--- src/rtl/alu_pkg.sv ---
// Shared types for the execute-stage ALU: opcode encoding (IR[10:8]) and status flags.
package alu_pkg;

  localparam int DEFAULT_WIDTH = 8;

  typedef enum logic [2:0] {
    OP_ADD = 3'b000,
    OP_SUB = 3'b001,
    OP_AND = 3'b010,
    OP_OR  = 3'b011,
    OP_XOR = 3'b100,
    OP_NOT = 3'b101,
    OP_SHL = 3'b110,
    OP_SHR = 3'b111
  } alu_op_e;

  typedef struct packed {
    logic zero;
    logic carry;
    logic negative;
    logic overflow;
  } alu_flags_t;

endpackage

--- src/rtl/alu_comb.sv ---
// Combinational opcode decode plus result and flag computation for alu_core.
module alu_comb
  import alu_pkg::*;
#(
  parameter int WIDTH = DEFAULT_WIDTH
) (
  input  logic [WIDTH-1:0] a,
  input  logic [WIDTH-1:0] b,
  input  logic [2:0]       opcode,
  output logic [WIDTH-1:0] result,
  output alu_flags_t       flags
);

  logic [WIDTH:0] sum;
  logic [WIDTH:0] diff;

  always_comb begin
    // The extra top bit of the widened difference is the unsigned borrow.
    sum    = {1'b0, a} + {1'b0, b};
    diff   = {1'b0, a} - {1'b0, b};
    result = '0;
    flags  = '0;
    case (alu_op_e'(opcode))
      OP_ADD: begin
        result         = sum[WIDTH-1:0];
        flags.carry    = sum[WIDTH];
        flags.overflow = (a[WIDTH-1] == b[WIDTH-1]) && (sum[WIDTH-1] != a[WIDTH-1]);
      end
      OP_SUB: begin
        result         = diff[WIDTH-1:0];
        flags.carry    = diff[WIDTH];
        flags.overflow = (a[WIDTH-1] != b[WIDTH-1]) && (diff[WIDTH-1] != a[WIDTH-1]);
      end
      OP_AND: result = a & b;
      OP_OR:  result = a | b;
      OP_XOR: result = a ^ b;
      OP_NOT: result = ~a;
      OP_SHL: begin
        result      = {a[WIDTH-2:0], 1'b0};
        flags.carry = a[WIDTH-1];
      end
      OP_SHR: begin
        result      = {1'b0, a[WIDTH-1:1]};
        flags.carry = a[0];
      end
      default: ;
    endcase
    flags.zero     = (result == '0);
    flags.negative = result[WIDTH-1];
  end

endmodule

--- src/rtl/alu_core.sv ---
// Registered ALU: samples operands on a start strobe and presents result/flags
// with a one-cycle valid pulse; everything else holds.
module alu_core
  import alu_pkg::*;
#(
  parameter int WIDTH = DEFAULT_WIDTH
) (
  input  logic             clk,
  input  logic             rst,
  input  logic             start,
  input  logic [WIDTH-1:0] a,
  input  logic [WIDTH-1:0] b,
  input  logic [2:0]       opcode,
  output logic [WIDTH-1:0] result,
  output logic             valid,
  output logic             zero,
  output logic             carry,
  output logic             negative,
  output logic             overflow
);

  logic [WIDTH-1:0] comb_result;
  alu_flags_t       comb_flags;

  logic [WIDTH-1:0] result_d, result_q;
  alu_flags_t       flags_d, flags_q;
  logic             valid_d, valid_q;

  alu_comb #(.WIDTH(WIDTH)) u_comb (
    .a      (a),
    .b      (b),
    .opcode (opcode),
    .result (comb_result),
    .flags  (comb_flags)
  );

  // Idle cycles keep the registers closed so don't-care inputs never reach the outputs.
  always_comb begin
    result_d = result_q;
    flags_d  = flags_q;
    valid_d  = start;
    if (start) begin
      result_d = comb_result;
      flags_d  = comb_flags;
    end
  end

  always_ff @(posedge clk or posedge rst) begin
    if (rst) begin
      result_q <= '0;
      flags_q  <= '0;
      valid_q  <= 1'b0;
    end else begin
      result_q <= result_d;
      flags_q  <= flags_d;
      valid_q  <= valid_d;
    end
  end

  assign result   = result_q;
  assign valid    = valid_q;
  assign zero     = flags_q.zero;
  assign carry    = flags_q.carry;
  assign negative = flags_q.negative;
  assign overflow = flags_q.overflow;

endmodule

--- config.mk ---
export PLATFORM = sky130hd
export DESIGN_NAME = alu_core
export DESIGN_NICKNAME = d
export VERILOG_FILES = /design/src/rtl/alu_pkg.sv /design/src/rtl/alu_comb.sv /design/src/rtl/alu_core.sv
export SDC_FILE = /design/constraint.sdc
export NUM_CORES = 1
export LEC_CHECK = 0
export ABC_AREA = 1
export CORE_AREA = 2 2 48 83
export CTS_CLUSTER_DIAMETER = 40
export DETAILED_ROUTE_END_ITERATION = 16
export DIE_AREA = 0 0 50 85
export GPL_TIMING_DRIVEN = 0
export PLACE_DENSITY = 0.83
export SYNTH_ARGS = -nofsm -noshare
export SYNTH_HDL_FRONTEND = slang
export SYNTH_SLANG_ARGS = --single-unit
--- constraint.sdc ---
create_clock -name clk -period 1.7 [get_ports clk]
set_input_delay 0.255 -clock clk [delete_from_list [all_inputs] [get_ports clk]]
set_output_delay 0.255 -clock clk [all_outputs]
set_load 0.01 [all_outputs]
; ---- Word-level counts from Yosys, hierarchy flattened
; Index checks and enable logic that the tools add are counted.
[totals]
register_bits = 13
inputBits = 22
output_inout_bits = 13
elab_cells = 30
[classes]
addsub = 2
eq_ne = 11
mux = 3
n_bitwise = 4
reduce_logical = 4
[op_table]
columns = operator, n
row1 = 8-bit one-hot mux with 8 select lines, 1
row2 = "3-bit equality test, second input constant", 4
row3 = 8-bit by 8-bit adder with 9-bit output, 1
row4 = 8-bit by 8-bit subtractor with 9-bit output, 1
row5 = 8-bit AND, 1
row6 = 8-bit zero test, 1
row7 = 8-bit NOT, 1
row8 = 8-bit bitwise OR, 1
row9 = 8-bit bitwise XOR, 1
row10 = "3-bit by 2-bit equality test with 1-bit output, second input constant", 2
row11 = 1-bit one-hot mux with 4 select lines, 1
row12 = "3-bit by 1-bit equality test with 1-bit output, second input constant", 1
row13 = 3-bit zero test, 1
row14 = 1-bit inequality test, 3
row15 = 1-bit logical AND, 2
row16 = 1-bit one-hot mux with 2 select lines, 1
row17 = 1-bit equality test, 1

; ---- Depth between registers and ports, before layout
; Gate-level depths: netlist (run 1).
[logic_depth]
depth_word = 4
depth_mapped = 15

; ---- Hierarchy
; From an unflattened synthesis (run 1), not the netlist that was laid out.
[unflattened]
cells_unflattened = 334
area_unflattened_um2 = 2054.5
[modules_own_cells]
columns = module, n_inst, cells_each, area_per_inst_um2, seq_area_each_um2
row1 = alu_comb, 1, 281, 1567.8, 0.0
row2 = alu_core, 1, 53, 486.7, 325.3

; ---- Least setup slack after synthesis (run 1)
; No wires, ideal clock.
[synth_timing]
path_type = input to register
start = in a[0]
end = reg flags_q, in the netlist carry
setup_time_ns = 0.117
t_arrival_ns = 1.577
path_slack_ns = 0.006
path_stages = 15
path_buffers = 0
path_cell_list = inv_1 > ha_1 > fa_1 > inv_1 > nand2_1 > nand2_1 > nand4_1 > nand2_1 > nand2_1 > nand2_1 > nand2_1 > nand2_1 > nand3_1 > nand2_1 > nand2_1
[synth_between]
elab_chain_len = 2
word_cells_on_any_way = 3
cone_classes = add/sub: 2 / mux: 1
[synth_lines]
columns = item, line
row1 = from (decl), alu_core.sv:11  ; input logic [WIDTH-1:0] a,
row2 = 8-bit by 8-bit subtractor with 9-bit output / 8-bit by 8-bit adder with 9-bit output (equally long branches), "alu_comb.sv:20, alu_comb.sv:19"
row3 = 1-bit one-hot mux with 4 select lines (*), alu_comb.sv:23  ; case (alu_op_e'(opcode))
row4 = to (signal assigned), alu_core.sv:55  ; flags_q <= flags_d;
row5 = to (decl), alu_core.sv:26  ; alu_flags_t flags_d, flags_q;
; Every way passes the cells marked *; elsewhere a longest branch is shown, timed or not.
; A chain may end at the register's enable or synchronous reset.

; ---- Worst setup path after layout (run 1)
[layout_timing]
start = in a[0]
end = reg flags_q, in the netlist zero
[layout_between]
elab_chain_len = 3
word_cells_on_any_way = 8
cone_classes = add/sub: 2 / mux: 1 / bitwise: 4 / reduce/logical: 1
[layout_lines]
columns = item, line
row1 = 8-bit by 8-bit subtractor with 9-bit output (tied with other cells), alu_comb.sv:20  ; diff = {1'b0, a} - {1'b0, b};
row2 = 8-bit one-hot mux with 8 select lines (*), alu_comb.sv:23
row3 = 8-bit zero test (*), alu_comb.sv:48  ; flags.zero = (result == '0);
; Marked as above.

==> impl_metrics.yaml, run 1 <==
logic_synthesis:
  synth_edf_count: 0
  synth.distinct_cells: 30
  syn_inst: 340
  yosys_most_used_dff: "dfrtp_1"
  yosys_warnings: 0
  yosysSeqAreaShare_pct: 15.2
  ys_seq_elements: 12
  async_flop_share_pct: 100
  syn-num-nets: 388
  syn_avg_cell_area_um2: 5.80
  syn_area_um2: 1970
sta:
  rsz0062_at_grt: "true"
  worst_slew_pin_slew_ns: 0.429
  max_freq_mhz: 598
  slew_headroom_pct: 71.3
  period_needed_ns: 1.67
  clock_skew_ns: 0
  slew_violations: 0
  setup_violations: 0
  period_share_pct: 98.4
  finalHoldViolCount: 0
power_and_ir_drop:
  netSwitchingPower_mw: 0.586
  seq_power_share_pct: 23.4
  p_per_area_nw_per_um2: 532
  combPwrFrac_pct: 54.5
  vdd_drop_max_v: 0.000469
  p_int_mw: 0.864
  p_sw_share_pct: 40.4
  p_leak_nw: 1.42
  p_clk_share_pct: 22.1
die:
  die_h_um: 85
  core_um2: 3590
  std_cell_rows: 29
  die_w_um: 50
  die-area_um2: 4250
  start_util_pct: 54.9
  ios: 35
clock_network:
  cts.sinks: 12
  numCtsBuffers: 3
  clockBufferDepth: 2
  cts-root-buf: "clkbuf_8"
  tritoncts: "yes"
  clk_latency_ns: 0.25
  clk_pin_slew_worst_paths_ns: 0.05
  postCtsHoldBufs: 0
  htreeDepth: 1
critical_path:
  r2r_slack_ns: 1.05
  endpoint_kind: "flop"
  path_max_fanout: 4
  crit_start: "a[0]"
  cp_data_required_time_ns: 1.89
  reg2reg_from: "result[2]$_DFFE_PP0P_"
  arrival_ns: 1.86
  cp-start-kind: "input port"
  r2r-end: "result[2]$_DFFE_PP0P_"
  reg2reg_depth: 2
  critPathKind: "in -> reg"
detailed_routing:
  vias: 2416
  wl_um: 6500
  dr.pass1.iters: 5
  first_iter_violations: 111
  wl_per_cell_um: 14.9
  drcViolationCount: 0
  antenna_left: 0
  via_per_inst: 5.55
global_route:
  grt_remaining_overflow: 0
  grt_pass1_wl_um: 10500
  antenna_found_initial: 0
  grt_use_total_pct: 32.1
  grt_pass1_vias: 2391
  grt_max_degree: 13
run:
  cap_violations: 0
outcome:
  status: "complete, no violations"
final_layout:
  layout-drive-gt1-share_pct: 26.0
  areaGrowthSynthToFinish_pct: 38.3
  fillCellCount: 290
  final_util_pct: 75.9
  fin_area_um2: 2730
  fin_nets: 438
  n_antenna_cell: 0
placed_design:
  portBuffers: 34
  place_area_um2: 2370
  gp_congestion: 0.973
  dp_hpwl_um: 4930
worst_hold_path:
  hp-class: "in -> async"
## flip-flops by register name (all words and copies together), names as in the netlist
register,count
overflow,1
result,8
carry,1
valid,1
zero,1
## kinds of logic (layout without fill, tap and decap cells)
group                      count (synthesis)  count (layout)  synth area share (%)
AOI/OAI and AO/OA                         25              25                  7.42
buffers and inverters                     59             108                  12.3
xor gates and xnor gates                   2               2                 0.888
adders and majority gates                 26              26                  17.3
DFF                                       12              12                  15.2
and+or+nand+nor                          216             216                  46.9
## worst max path at each step
| stage | end | slack (ns) | cells past startpoint |
|---|---|---|---|
| after floorplan | carry$_DFFE_PP0P_ | 0.006 | 15 |
| after global placement | carry$_DFFE_PP0P_ | -0.87 | 16 |
| after detailed placement | carry$_DFFE_PP0P_ | -0.89 | 16 |
| after CTS | carry$_DFFE_PP0P_ | -0.002 | 16 |
| after global routing | zero$_DFFE_PP0P_ | -0.06 | 15 |
| final | zero$_DFFE_PP0P_ | 0.03 | 12 |
## cell usage after synthesis, types with 4 or more instances
master	number	area share (%)
a21oi_1	7	1.8
inv_1	41	7.8
o21ai_1	9	2.3
nand4_1	4	1.3
inv_2	10	1.9
ha_1	24	15
nor2_2	4	1.3
nand2_1	118	22
nor2_1	37	7.0
nand3_1	43	11
dfrtp_1	12	15
## critical path, stage by stage
cell,delay [ns]
buf_12,0.09
inv_6,0.04
ha_4,0.15
fa_2,0.53
nor2_1,0.05
nor2_1,0.15
nand3_2,0.13
nor2_2,0.16
nand2_1,0.07
nor2_1,0.10
nand3_1,0.07
nand2_1,0.05
## per-stage QoR
| step | worst slack [ns] | setup TNS, ns | hold WS [ns] | power [mW] | cells |
|---|---|---|---|---|---|
| after floorplan | 0.00627 | 0 | 0.120 | 0.737 | 340 |
| after global placement | -0.872 | -6.64 | 0.461 | 0.978 | 420 |
| after detailed placement | -0.894 | -6.99 | 0.465 | 0.994 | 420 |
| after CTS | -0.00220 | -0.00220 | 0.323 | 1.39 | 430 |
| after global routing | -0.0626 | -0.119 | 0.368 | 1.54 | 435 |
| final | 0.0268 | 0 | 0.305 | 1.45 | 435 |
## area by class of cell
| cell class | count | area, um2 | share of cell area, % |
|---|---|---|---|
| well taps | 46 | 57.6 | 2.11 |
| clock buffers | 4 | 55.1 | 2.02 |
| repair buffers | 46 | 403 | 14.8 |
| flip-flops and latches | 12 | 300 | 11.0 |
| plain buffers | 7 | 61.3 | 2.25 |
| multi-input cells | 269 | 1640 | 60.2 |
| inverters | 51 | 209 | 7.66 |
## power by group through the flow
stage                     Sequential [mW]  Clock [mW]  Combinational, mW
after floorplan                     0.361           0              0.376
after global placement              0.342           0              0.635
after detailed placement            0.345           0              0.649
after CTS                           0.341       0.321              0.728
after global routing                0.345       0.326              0.866
final                               0.340       0.320              0.790
## layer usage
layer / part of all wire [%] / GRT usage, %
met1: 34 / 31.5
met2: 52 / 57.9
met3: 4.8 / 1.41
met4: 8.7 / 29.3
met5: 0 / 0
## cells in the final DEF, fill, tap and decap left out, types with 3 or more instances in the layout
cell             synthesis  layout
nor2_4                   1       4
nand3_2                  3       7
ha_1                    24      16
nor2_2                   4       8
dfrtp_1                 12      12
clkbuf_8                 0       4
buf_4                    3      13
dlygate4sd2_1            0       4
inv_4                    0       3
nand2_1                118     108
inv_2                   10      19
ha_4                     0       8
nand4_1                  4       4
a21oi_1                  7       5
o211ai_1                 3       3
buf_6                    1       5
buf_2                    2       4
nand3_1                 43      38
o21ai_1                  9       9
nor2_1                  37      30
nand2_2                  1      10
clkbuf_2                 0       5
clkdlybuf4s50_1          0      15
inv_1                   41      27
## repair_timing
action,CTS,global route
buffers inserted,7,4
resized for setup,85,46
endpoints found under the setup margin,10,7
cloned,0,1
pin swaps,14,19
No activity file was read; power rests on OpenSTA's default activity.
==> run 2: changes to the inputs <==
--- a/config.mk
+++ b/config.mk
@@ -12,6 +12,7 @@
 export DIE_AREA = 0 0 50 85
 export GPL_TIMING_DRIVEN = 0
 export PLACE_DENSITY = 0.83
+export SKIP_LAST_GASP = 1
 export SYNTH_ARGS = -nofsm -noshare
 export SYNTH_HDL_FRONTEND = slang
 export SYNTH_SLANG_ARGS = --single-unit
==> results of run 2 <==
Final layout, timing and power as in run 1 (identical DEF).
Among the figures that moved: number of gates resized after CTS 85 -> 84
==> run 3: changes to the inputs <==
--- a/config.mk
+++ b/config.mk
@@ -5,13 +5,13 @@
 export SDC_FILE = /design/constraint.sdc
 export NUM_CORES = 1
 export LEC_CHECK = 0
-export ABC_AREA = 1
-export CORE_AREA = 2 2 48 83
+export CAP_MARGIN = 20
+export CORE_AREA = 2 2 48 84
 export CTS_CLUSTER_DIAMETER = 40
 export DETAILED_ROUTE_END_ITERATION = 16
-export DIE_AREA = 0 0 50 85
+export DIE_AREA = 0 0 50 86
 export GPL_TIMING_DRIVEN = 0
-export PLACE_DENSITY = 0.83
+export PLACE_DENSITY = 0.79
 export SKIP_LAST_GASP = 1
 export SYNTH_ARGS = -nofsm -noshare
 export SYNTH_HDL_FRONTEND = slang
==> constraint.sdc (replaced) <==
create_clock -name clk -period 1.85 [get_ports clk]
set_input_delay 0.2775 -clock clk [delete_from_list [all_inputs] [get_ports clk]]
set_output_delay 0.2775 -clock clk [all_outputs]
set_load 0.01 [all_outputs]
==> run 3 against run 2 <==
  * The run now ends with negative setup slack left
  * First-iteration DRC count is 32% higher
  * Final cell count is 20% lower
  * Wire length is 9.3% higher
  * Setup slack worse by 0.44 ns
  * Clock-buffer cell count stayed put
  * Combinational power is 14% higher
  * Total power is 4.4% higher
  * Worst hold slack better by 0.038 ns
  * Sequential power is 6% lower
  * Flip-flop and latch count stayed put
==> impl_metrics.yaml, run 3 <==
outcome:
  status: "finished with violations"
  violations: "negative setup slack"
die:
  std_cell_rows: 29
  die_h_um: 86
  die-area_um2: 4300
  start_util_pct: 51.7
  ios: 35
  core_um2: 3590
  die_w_um: 50
global_route:
  grt_max_degree: 13
  antenna_found_initial: 0
  grt_remaining_overflow: 0
  grt_use_total_pct: 29.0
  grt_pass1_vias: 2203
  grt_pass1_wl_um: 9820
clock_network:
  cts-root-buf: "clkbuf_8"
  cts.sinks: 12
  clockBufferDepth: 2
  clk_pin_slew_worst_paths_ns: 0.05
  postCtsHoldBufs: 0
  numCtsBuffers: 3
  htreeDepth: 1
  clk_latency_ns: 0.24
  tritoncts: "yes"
critical_path:
  path_max_fanout: 2
  crit_family: "compound AO/OA/AOI/OAI gates"
  cp_data_required_time_ns: 1.99
  endpoint_kind: "flop"
  critPathKind: "in -> reg"
  arrival_ns: 2.40
  cp-start-kind: "input port"
  cp_slowest_stage_delay_ns: 0.40
  path_cells: "buf_8 > inv_6 > ha_4 > inv_4 > a21o_1 > a221o_1 > a221oi_4 > mux2i_1 > nand4_2 > o41ai_2"
  crit_path_top_delay_cell: "a221o_1"
  path_buf_inv: 3
worst_hold_path:
  hp-class: "in -> async"
logic_synthesis:
  ys_seq_elements: 12
  netlist_top_cells_count: "inv_1, ha_1, nand2_1, nor2_1, a21oi_1"
  synth_top_area_cell: "dfrtp_1"
  synth_edf_count: 0
  async_flop_share_pct: 100
  synth_area_leaders: "dfrtp_1, ha_1, inv_1"
  synth.distinct_cells: 56
  yosysMostFrequentCell: "inv_1"
  syn-num-nets: 281
  syn_avg_cell_area_um2: 7.96
  yosysSeqAreaShare_pct: 16.2
  yosys_most_used_dff: "dfrtp_1"
  syn_area_um2: 1860
  yosys_warnings: 0
  syn_inst: 233
  synth_top_area_share_pct: 16.2
final_layout:
  largest_register_ffs: 8
  fin_area_um2: 2910
  final_common_cell: "buf_4"
  n_antenna_cell: 0
  multi_input_area_um2: 1680
  seqCellArea_um2: 300
  layout_common_cells: "buf_4, nand2_1, clkdlybuf4s50_1, nor2_1, ha_1"
  fin_nets: 349
  areaGrowthSynthToFinish_pct: 56.7
  layout-drive-gt1-share_pct: 43.0
  fillCellCount: 190
placed_design:
  gp_congestion: 1.01
  place_area_um2: 2260
  pre_cts_slack_ns: -1.36
  portBuffers: 33
  dp_hpwl_um: 3910
sta:
  slew_headroom_pct: 64.7
  setup_violations: 7
  period_needed_ns: 2.26
  finalWorstSetupSlack_ns: -0.413
  finalHoldViolCount: 0
  slew_violations: 0
  clock_skew_ns: 0
  worst_slew_pin_slew_ns: 0.530
  max_freq_mhz: 442
  rsz0062_at_grt: "true"
  period_share_pct: 122
detailed_routing:
  via_per_inst: 6.42
  drcViolationCount: 0
  first_iter_violations: 147
  dr.pass1.iters: 5
  wl_per_cell_um: 20.5
  antenna_left: 0
  wl_um: 7100
  vias: 2220
power_and_ir_drop:
  vdd_drop_max_v: 0.000450
  p_per_area_nw_per_um2: 521
  p_leak_nw: 1.26
run:
  cap_violations: 0
## run 3: cell count changes after synthesis, moves of 10 or more
cell / delta
nand2_1: -98
nand3_1: -41
nor2_1: -19
inv_1: -13
a21oi_1: +10
nand2b_1: +10
o21ai_0: +10
## run 3: repair_timing
action                                  in CTS  in global routing
resized for setup                          121                 55
endpoints found under the setup margin      10                  9
endpoints found under the hold margin        0                  0
cloned                                       1                  0
setup buffers                               20                 11
pin swaps                                   30                 22
## run 3: report_power, final
part | total [mW] | leakage [nW] | switching [mW] | internal [mW]
registers | 0.321 | 0.146 | 0.0199 | 0.301
clock network | 0.292 | 0.0288 | 0.103 | 0.188
logic | 0.902 | 1.08 | 0.451 | 0.450
total | 1.51 | 1.26 | 0.574 | 0.940
## run 3: metal layers
layer | GRT usage, % | vias up | wire length, um | share of wire (%)
met1 | 28.6 | 1042 | 2440 | 34
met4 | 23.5 | 0 | 504 | 7.1
met5 | 0 | - | 0 | 0
met2 | 52.8 | 156 | 3750 | 53
met3 | 2.96 | 61 | 402 | 5.7
li1 | - | 961 | - | -
## run 3: stage by stage
stage               instances  util [%]  TNS (ns)  hold WS [ns]  power (mW)
floorplan                 233         -     -1.26         0.142       0.707
global placement          312      63.0     -9.57         0.460       0.919
detailed placement        312      63.0    -10.03         0.468       0.935
CTS                       336      74.4    -0.922         0.352        1.35
global route              346      80.9     -1.84         0.391        1.57
finish                    346      80.9     -1.42         0.343        1.51
## run 3: worst register-to-register path, stage by stage, from the launching register on
cell     delay [ns]
dfrtp_1        0.37
nor2b_1        0.14
a41o_1         0.23
## run 3: final timing paths
check,endpoint,slack (ns),start,depth (start not counted)
max,zero$_DFFE_PP0P_,-0.41,b[3],10
min,result[2]$_DFFE_PP0P_,0.34,rst,2
max reg2reg,result[1]$_DFFE_PP0P_,0.99,result[1]$_DFFE_PP0P_,2
min reg2reg,zero$_DFFE_PP0P_,0.50,zero$_DFFE_PP0P_,2
max in group asynchronous,overflow$_DFFE_PP0P_,1.21,rst,2
min in group clk,zero$_DFFE_PP0P_,0.50,zero$_DFFE_PP0P_,2
## run 3: logic make-up after synthesis
family          Yosys count  synth area share, %
compound gates           73                 28.0
xor+xnor                  6                 2.83
fa+ha+maj                26                 18.3
buf+inv                  42                 10.1
flops                    12                 16.2
mux                      11                 7.89
simple gates             63                 16.7
## run 3: cell type report
type | count | share of cell area [%]
Clock buffer | 4 | 1.89
Sequential cell | 12 | 10.3
Multi-Input combinational cell | 179 | 57.8
Buffer | 10 | 2.75
Inverter | 30 | 5.12
Timing Repair Buffer | 65 | 20.1
Tap cell | 46 | 1.98
